`src/rtl/button_encoder_4x2_pkg.sv`:
```
// Shared button/digit-select definitions: FSM states, key index constants and
// small encode helpers used by the button encoder.
package btn_pkg;

  typedef enum logic [1:0] {
    ST_IDLE   = 2'd0,
    ST_HELD   = 2'd1,
    ST_REPEAT = 2'd2
  } btn_state_e;

  // Index 0 means bit 0 low, matching the digit-select decoder.
  localparam logic [1:0] KEY0 = 2'd0;
  localparam logic [1:0] KEY1 = 2'd1;
  localparam logic [1:0] KEY2 = 2'd2;
  localparam logic [1:0] KEY3 = 2'd3;

  localparam logic [3:0] BTN_NONE = 4'b1111;

  function automatic logic [1:0] btn_code(logic [3:0] b);
    btn_code = KEY0;
    for (int i = 3; i >= 0; i--)
      if (!b[i]) btn_code = 2'(i);
  endfunction

  // Two or more pressed: clearing the lowest set bit of the pressed mask leaves something.
  function automatic logic btn_multi(logic [3:0] b);
    logic [3:0] p;
    p = ~b;
    return (p & (p - 4'd1)) != 4'd0;
  endfunction

endpackage

```
`src/rtl/button_encoder_4x2_if.sv`:
```
// Button encoder bus: raw active-low keys in, encoded key and event pulses out.
interface button_encoder_4x2_if;
  logic [3:0] i_btn;
  logic [1:0] o_key;
  logic       o_valid;
  logic       o_multi;
  logic       o_press;
  logic       o_release;

  modport master (output i_btn, input o_key, o_valid, o_multi, o_press, o_release);
  modport slave  (input i_btn, output o_key, o_valid, o_multi, o_press, o_release);
endinterface

```
`src/rtl/button_encoder_4x2_debounce.sv`:
```
// Two-flop synchronizer plus a shared-counter debouncer for an active-low vector.
module btn_debounce #(
  parameter int WIDTH           = 4,
  parameter int DEBOUNCE_CYCLES = 100000
) (
  input  logic             clk,
  input  logic             rst,
  input  logic [WIDTH-1:0] raw,
  output logic [WIDTH-1:0] stable
);
  localparam int CW = (DEBOUNCE_CYCLES > 1) ? $clog2(DEBOUNCE_CYCLES) : 1;
  localparam logic [CW-1:0] LAST = CW'(DEBOUNCE_CYCLES - 1);

  logic [WIDTH-1:0] s1, sync;
  logic [CW-1:0]    cnt;

  // One counter for the whole vector: only a return to the stable value restarts it.
  always_ff @(posedge clk or posedge rst) begin
    if (rst) begin
      s1     <= '1;
      sync   <= '1;
      stable <= '1;
      cnt    <= '0;
    end else begin
      s1   <= raw;
      sync <= s1;
      if (sync == stable) begin
        cnt <= '0;
      end else if (cnt == LAST) begin
        stable <= sync;
        cnt    <= '0;
      end else begin
        cnt <= cnt + 1'b1;
      end
    end
  end
endmodule

```
`src/rtl/button_encoder_4x2.sv`:
```
// Debounced 4-key priority encoder with press/release pulses.
// Optional auto-repeat of o_press while held: define BTN_REPEAT_EN.
module button_encoder_4x2
  import btn_pkg::*;
#(
  parameter int DEBOUNCE_CYCLES = 100000,
  parameter int REPEAT_DELAY    = 50000000,
  parameter int REPEAT_PERIOD   = 10000000
) (
  input  logic                 i_clk,
  input  logic                 i_reset,
  button_encoder_4x2_if.slave  bus
);
  logic [3:0] stable;
  logic       any, multi;
  logic [1:0] code;
  btn_state_e state;

  btn_debounce #(.WIDTH(4), .DEBOUNCE_CYCLES(DEBOUNCE_CYCLES)) u_deb (
    .clk   (i_clk),
    .rst   (i_reset),
    .raw   (bus.i_btn),
    .stable(stable)
  );

  assign any   = (stable != BTN_NONE);
  assign code  = btn_code(stable);
  assign multi = btn_multi(stable);

`ifdef BTN_REPEAT_EN
  localparam int HMAX = (REPEAT_DELAY > REPEAT_PERIOD) ? REPEAT_DELAY : REPEAT_PERIOD;
  localparam int HW   = (HMAX > 1) ? $clog2(HMAX) : 1;
  logic [HW-1:0] hold_cnt;
`else
  logic unused_rpt;
  assign unused_rpt = ^{32'(REPEAT_DELAY), 32'(REPEAT_PERIOD)};
`endif

  always_ff @(posedge i_clk or posedge i_reset) begin
    if (i_reset) begin
      state         <= ST_IDLE;
      bus.o_key     <= KEY0;
      bus.o_valid   <= 1'b0;
      bus.o_multi   <= 1'b0;
      bus.o_press   <= 1'b0;
      bus.o_release <= 1'b0;
`ifdef BTN_REPEAT_EN
      hold_cnt      <= '0;
`endif
    end else begin
      bus.o_valid   <= any;
      bus.o_multi   <= multi;
      bus.o_press   <= 1'b0;
      bus.o_release <= 1'b0;
      case (state)
        ST_IDLE: if (any) begin
          state       <= ST_HELD;
          bus.o_press <= 1'b1;
          bus.o_key   <= code;
`ifdef BTN_REPEAT_EN
          hold_cnt    <= '0;
`endif
        end
        ST_HELD: begin
          if (!any) begin
            state         <= ST_IDLE;
            bus.o_release <= 1'b1;
          end else if (code != bus.o_key) begin
            bus.o_key <= code;
`ifdef BTN_REPEAT_EN
            hold_cnt  <= '0;
          end else if (hold_cnt == HW'(REPEAT_DELAY - 1)) begin
            state       <= ST_REPEAT;
            bus.o_press <= 1'b1;
            hold_cnt    <= '0;
          end else begin
            hold_cnt <= hold_cnt + 1'b1;
`endif
          end
        end
`ifdef BTN_REPEAT_EN
        ST_REPEAT: begin
          if (!any) begin
            state         <= ST_IDLE;
            bus.o_release <= 1'b1;
          end else if (code != bus.o_key) begin
            state     <= ST_HELD;
            bus.o_key <= code;
            hold_cnt  <= '0;
          end else if (hold_cnt == HW'(REPEAT_PERIOD - 1)) begin
            bus.o_press <= 1'b1;
            hold_cnt    <= '0;
          end else begin
            hold_cnt <= hold_cnt + 1'b1;
          end
        end
`endif
        default: state <= ST_IDLE;
      endcase
    end
  end
endmodule

```
`src/flat_wrapper.sv`:
```
// flat-port wrapper written by rule: the top's interface ports become plain ports
module button_encoder_4x2_flat import btn_pkg::*;
#(
  parameter int DEBOUNCE_CYCLES = 100000,
  parameter int REPEAT_DELAY    = 50000000,
  parameter int REPEAT_PERIOD   = 10000000
)
  (i_clk, i_reset, bus_i_btn, bus_o_key, bus_o_valid, bus_o_multi, bus_o_press, bus_o_release);
  button_encoder_4x2_if bus_i ();
  input  logic i_clk;
  input  logic i_reset;
  input wire logic [$bits(bus_i.i_btn)-1:0] bus_i_btn;
  output wire logic [$bits(bus_i.o_key)-1:0] bus_o_key;
  output wire logic [$bits(bus_i.o_valid)-1:0] bus_o_valid;
  output wire logic [$bits(bus_i.o_multi)-1:0] bus_o_multi;
  output wire logic [$bits(bus_i.o_press)-1:0] bus_o_press;
  output wire logic [$bits(bus_i.o_release)-1:0] bus_o_release;
  assign bus_i.i_btn = bus_i_btn;
  assign bus_o_key = bus_i.o_key;
  assign bus_o_valid = bus_i.o_valid;
  assign bus_o_multi = bus_i.o_multi;
  assign bus_o_press = bus_i.o_press;
  assign bus_o_release = bus_i.o_release;
  button_encoder_4x2 #(.DEBOUNCE_CYCLES(DEBOUNCE_CYCLES), .REPEAT_DELAY(REPEAT_DELAY), .REPEAT_PERIOD(REPEAT_PERIOD)) u_core (.i_clk(i_clk), .i_reset(i_reset), .bus(bus_i));
endmodule
```
`config.mk`:
```
export PLATFORM = sky130hd
export DESIGN_NAME = button_encoder_4x2_flat
export DESIGN_NICKNAME = d
export VERILOG_FILES = /design/src/rtl/button_encoder_4x2_pkg.sv /design/src/rtl/button_encoder_4x2_if.sv /design/src/rtl/button_encoder_4x2_debounce.sv /design/src/rtl/button_encoder_4x2.sv /design/src/flat_wrapper.sv
export SDC_FILE = /design/constraint.sdc
export NUM_CORES = 1
export LEC_CHECK = 0
export BUFFER_PORTS_ARGS = -buffer_cell sky130_fd_sc_hd__buf_4
export CAP_MARGIN = 40
export CORE_MARGIN = 4
export CORE_UTILIZATION = 45
export CTS_BUF_LIST = sky130_fd_sc_hd__clkbuf_16
export CTS_CLUSTER_SIZE = 25
export DETAILED_ROUTE_END_ITERATION = 10
export PLACE_DENSITY = 0.72
export RECOVER_POWER = 50
export SLEW_MARGIN = 25
export SYNTH_ARGS = -nofsm -noshare
export SYNTH_HDL_FRONTEND = slang
export SYNTH_SLANG_ARGS = --single-unit
```
`constraint.sdc`:
```
create_clock -name i_clk -period 1.7 [get_ports i_clk]
set_input_delay 0.255 -clock i_clk [delete_from_list [all_inputs] [get_ports i_clk]]
set_output_delay 0.255 -clock i_clk [all_outputs]
set_load 0.005 [all_outputs]
```
==> impl_metrics.csv <==
group,metric,value,unit
die,rows,21,
final_layout,finalNetCount,159,
final_layout,design_area,1920,sq um
yosys,netlist_instances,131,
critical_path,start_kind,"register",
global_route,grt_max_degree,37,
die,ios,12,
detailed_routing,first_pass_iters,4,
sta,period_minus_slack,1570,ps
global_route,grt_pass1_wl,4.73,mm
power_and_ir_drop,power_density,1140,nW/um^2
sta,fin_crit_sh,0.923,
final_layout,drive_gt1_frac,0.340,
placement,dpl_cell_area,1750,sq um
global_route,antenna_found_initial,0,
detailed_routing,routed_wirelength,2.48,mm
die,fp.dieW,67.8,microns
yosys,synth-async-reset-ratio,1.00,
sta,grt_setup_unrepaired,"no",
final_layout,final_util,0.567,
critical_path,cpLargestDelayFamily,"simple AND/OR/NAND/NOR gates",
die,die-area,4600,sq um
global_route,grt_pass1_vias,1046,
yosys,synth_area,1610,sq um
min_path,min_path_cells,1,
placement,port_buffers,11,
power_and_ir_drop,p_leak,0.816,nW
job,maxCapViolCount,0,
critical_path,cp_cell_sequence,"ha_1 -> nand4_2 -> nor4_1 -> xnor2_1 -> nor2_2",
yosys,synth_ff_type,"dfrtp_1",
placement,place.gp.congestion,0.853,
sta,max_freq,637,MHz
sta,final-max-slew-violation-count,0,
critical_path,r2r_cells,5,
yosys,syn_avg_cell_area,12.3,sq um
sta,finClkSkew,2.50,ps
power_and_ir_drop,ir_worst_vdd,0.000718,V
detailed_routing,vias_per_cell,5.09,
clock_tree,cts_buffers,5,
global_route,grt_use_total,0.141,
critical_path,cp_max_fo,5,
critical_path,arrival,1730,ps
final_layout,area_growth,19.3,%
yosys,synth_cell_types,33,
global_route,use_met1,0.176,
global_route,use_met3,0.0394,
clock_tree,cts.path.max_buffers,2,
clock_tree,root_buffer,"clkbuf_16",
critical_path,worstSetupPathType,"reg2reg",
critical_path,cp.depth,5,
yosys,syn_nets,141,
global_route,grt_use_met2,0.219,
yosys,yosys_warnings,0,
min_path,min_path_type,"in2reg",
detailed_routing,routedWlPerCell,12.7,microns
global_route,grt_busiest_layer,"met2",
critical_path,slowest_delay,390,ps
sta,setup_tns,0,ps
detailed_routing,drc,0,
global_route,overflow,0,
yosys,synth-edff-count,0,
detailed_routing,vias,997,
sta,relSlewSlack,0.431,
detailed_routing,drt_iter0_drc,62,
placement,post-dp-hpwl,1.76,mm
sta,hold_viol,0,
yosys,ys_ff_latch,36,
die,initial_core_util,0.475,
clock_tree,htreeDepth,2,
sta,worst_pin_slew,854,ps
critical_path,critPathRequiredTime,1860,ps
critical_path,slowest_stage,"dfrtp_1",
die,fp.dieH,67.8,microns
die,coreArea,3390,sq um
yosys,ys_seq_area_frac,0.569,
final_layout,antenna_cells,0,
clock_tree,worstSkewPairLatency,280,ps
status,status,"finished, final reports clean",
detailed_routing,ant_nets,0,
clock_tree,clk_pin_slew_worst_paths,50,ps
critical_path,worst-path-buf-inv,0,
critical_path,critPathCaptureType,"register",
clock_tree,clock_sinks,36,
sta,setup_violations,0,
clock_tree,cts_tree,"built",
## metal layers
| metal | share of wire | wire, microns |
|---|---|---|
| met2 | 0.47 | 1170 |
| met1 | 0.46 | 1140 |
| met4 | 0.024 | 59 |
| met3 | 0.049 | 122 |
| met5 | 0 | 0 |
## through the flow
| step | hold WS [ps] | cells | power (W) | worst slack (ps) |
|---|---|---|---|---|
| after floorplan | 259 | 131 | 0.00119 | 227 |
| after global placement | 345 | 188 | 0.00125 | 156 |
| after detailed placement | 347 | 188 | 0.00126 | 80.7 |
| after CTS | 75.8 | 196 | 0.00223 | 61.3 |
| after global routing | 80.4 | 196 | 0.00231 | 11.2 |
| final | 86.4 | 196 | 0.00220 | 131 |
## sequential cells by signal, indices dropped and copies added, names as in the netlist
signal and count:
u_core.u_deb.stable 4, u_core.state 1, u_core.bus.o_valid 1, u_core.bus.o_multi 1, u_core.bus.o_key 2, u_core.bus.o_release 1, u_core.u_deb.cnt 17, u_core.u_deb.s1 4
u_core.bus.o_press 1, u_core.u_deb.sync 4
## repair_timing
action / in CTS / in global routing
hold buffers: 0 / 0
setup buffers: 0 / 0
setup endpoints to repair: 0 / 15
resized for setup: 0 / 2
## cells in the mapped netlist, types with 3 or more instances
cell / instances / share of area
nor4_1: 4 / 0.016
nand4_1: 4 / 0.016
nand2_1: 7 / 0.016
xor2_1: 4 / 0.022
nor2_1: 13 / 0.030
nand3_1: 3 / 0.0093
dfrtp_1: 24 / 0.37
o21ai_0: 3 / 0.0093
and4bb_2: 3 / 0.023
mux2_2: 4 / 0.028
xnor2_1: 15 / 0.082
dfstp_2: 12 / 0.20
inv_1: 5 / 0.012
nor3_1: 4 / 0.012
ha_1: 4 / 0.031
## cell families (layout without fill, tap and decap cells)
| kind of cell | after synthesis | in the layout | share of synthesized area |
|---|---|---|---|
| mux | 5 | 5 | 0.0342 |
| simple gates | 53 | 53 | 0.212 |
| compound gates | 7 | 7 | 0.0280 |
| buf+inv | 6 | 25 | 0.0163 |
| flops | 36 | 36 | 0.569 |
| xor+xnor | 19 | 19 | 0.103 |
| fa+ha+maj | 5 | 5 | 0.0373 |
## worst register-to-register path, delay by kind of cell, from the launching register on
| kind | cells | cell delay, ps |
|---|---|---|
| adders and majority gates | 1 | 270 |
| DFF | 1 | 390 |
| and+or+nand+nor | 3 | 610 |
| xor gates and xnor gates | 1 | 190 |
## cells in the final DEF (no fill, tap or decap)
master	Yosys	routed
maj3_1	1	1
xnor2_1	15	15
clkbuf_2	0	1
and4_2	1	1
nand3_1	3	3
ha_1	4	4
nor3_2	1	1
nand4_4	1	1
a31oi_1	1	1
nor2_2	2	2
nor4_2	1	2
and2_1	2	2
inv_4	0	1
dfrtp_1	24	24
nand4_1	4	4
o41ai_1	1	1
o31ai_1	1	1
buf_4	1	6
nor3_1	4	4
mux2i_1	1	1
and4b_2	1	1
and4bb_2	3	3
a22oi_1	1	1
nor2_1	13	13
clkinv_2	0	1
mux2_2	4	4
nand3_2	1	1
and3_1	2	2
inv_1	5	5
clkbuf_4	0	5
nand4_2	2	2
nand2_1	7	7
nor4_1	4	3
dfstp_2	12	12
clkbuf_16	0	6
o21ai_0	3	3
nand2_4	0	1
xor2_1	4	4
## final timing paths
path / startpoint / endpoint / slack [ps]
max: u_core.u_deb.cnt[0] / u_core.u_deb.cnt[14] / 130
min in group asynchronous: i_reset / u_core.u_deb.cnt[8] / 230
max reg2reg: u_core.u_deb.cnt[0] / u_core.u_deb.cnt[14] / 130
min reg2reg: u_core.u_deb.s1[2] / u_core.u_deb.sync[2] / 350
max in group asynchronous: i_reset / u_core.u_deb.cnt[6] / 940
min: bus_i_btn[3] / u_core.u_deb.s1[3] / 90
## power breakdown
group	switching, W	internal [W]	leakage [nW]
logic	0.000103	0.0000938	0.298
registers	0.000107	0.000939	0.436
clock network	0.000326	0.000629	0.0823
## area by class of cell
class                           instances  area (sq um)
Multi-Input combinational cell         89           679
Clock inverter                          2          11.3
Sequential cell                        36           916
Clock buffer                            6           150
Inverter                                5          18.8
Tap cell                               46          57.6
Timing Repair Buffer                   12          87.6
Fill cell                             264          1470
(Power assumes the default switching activity.)
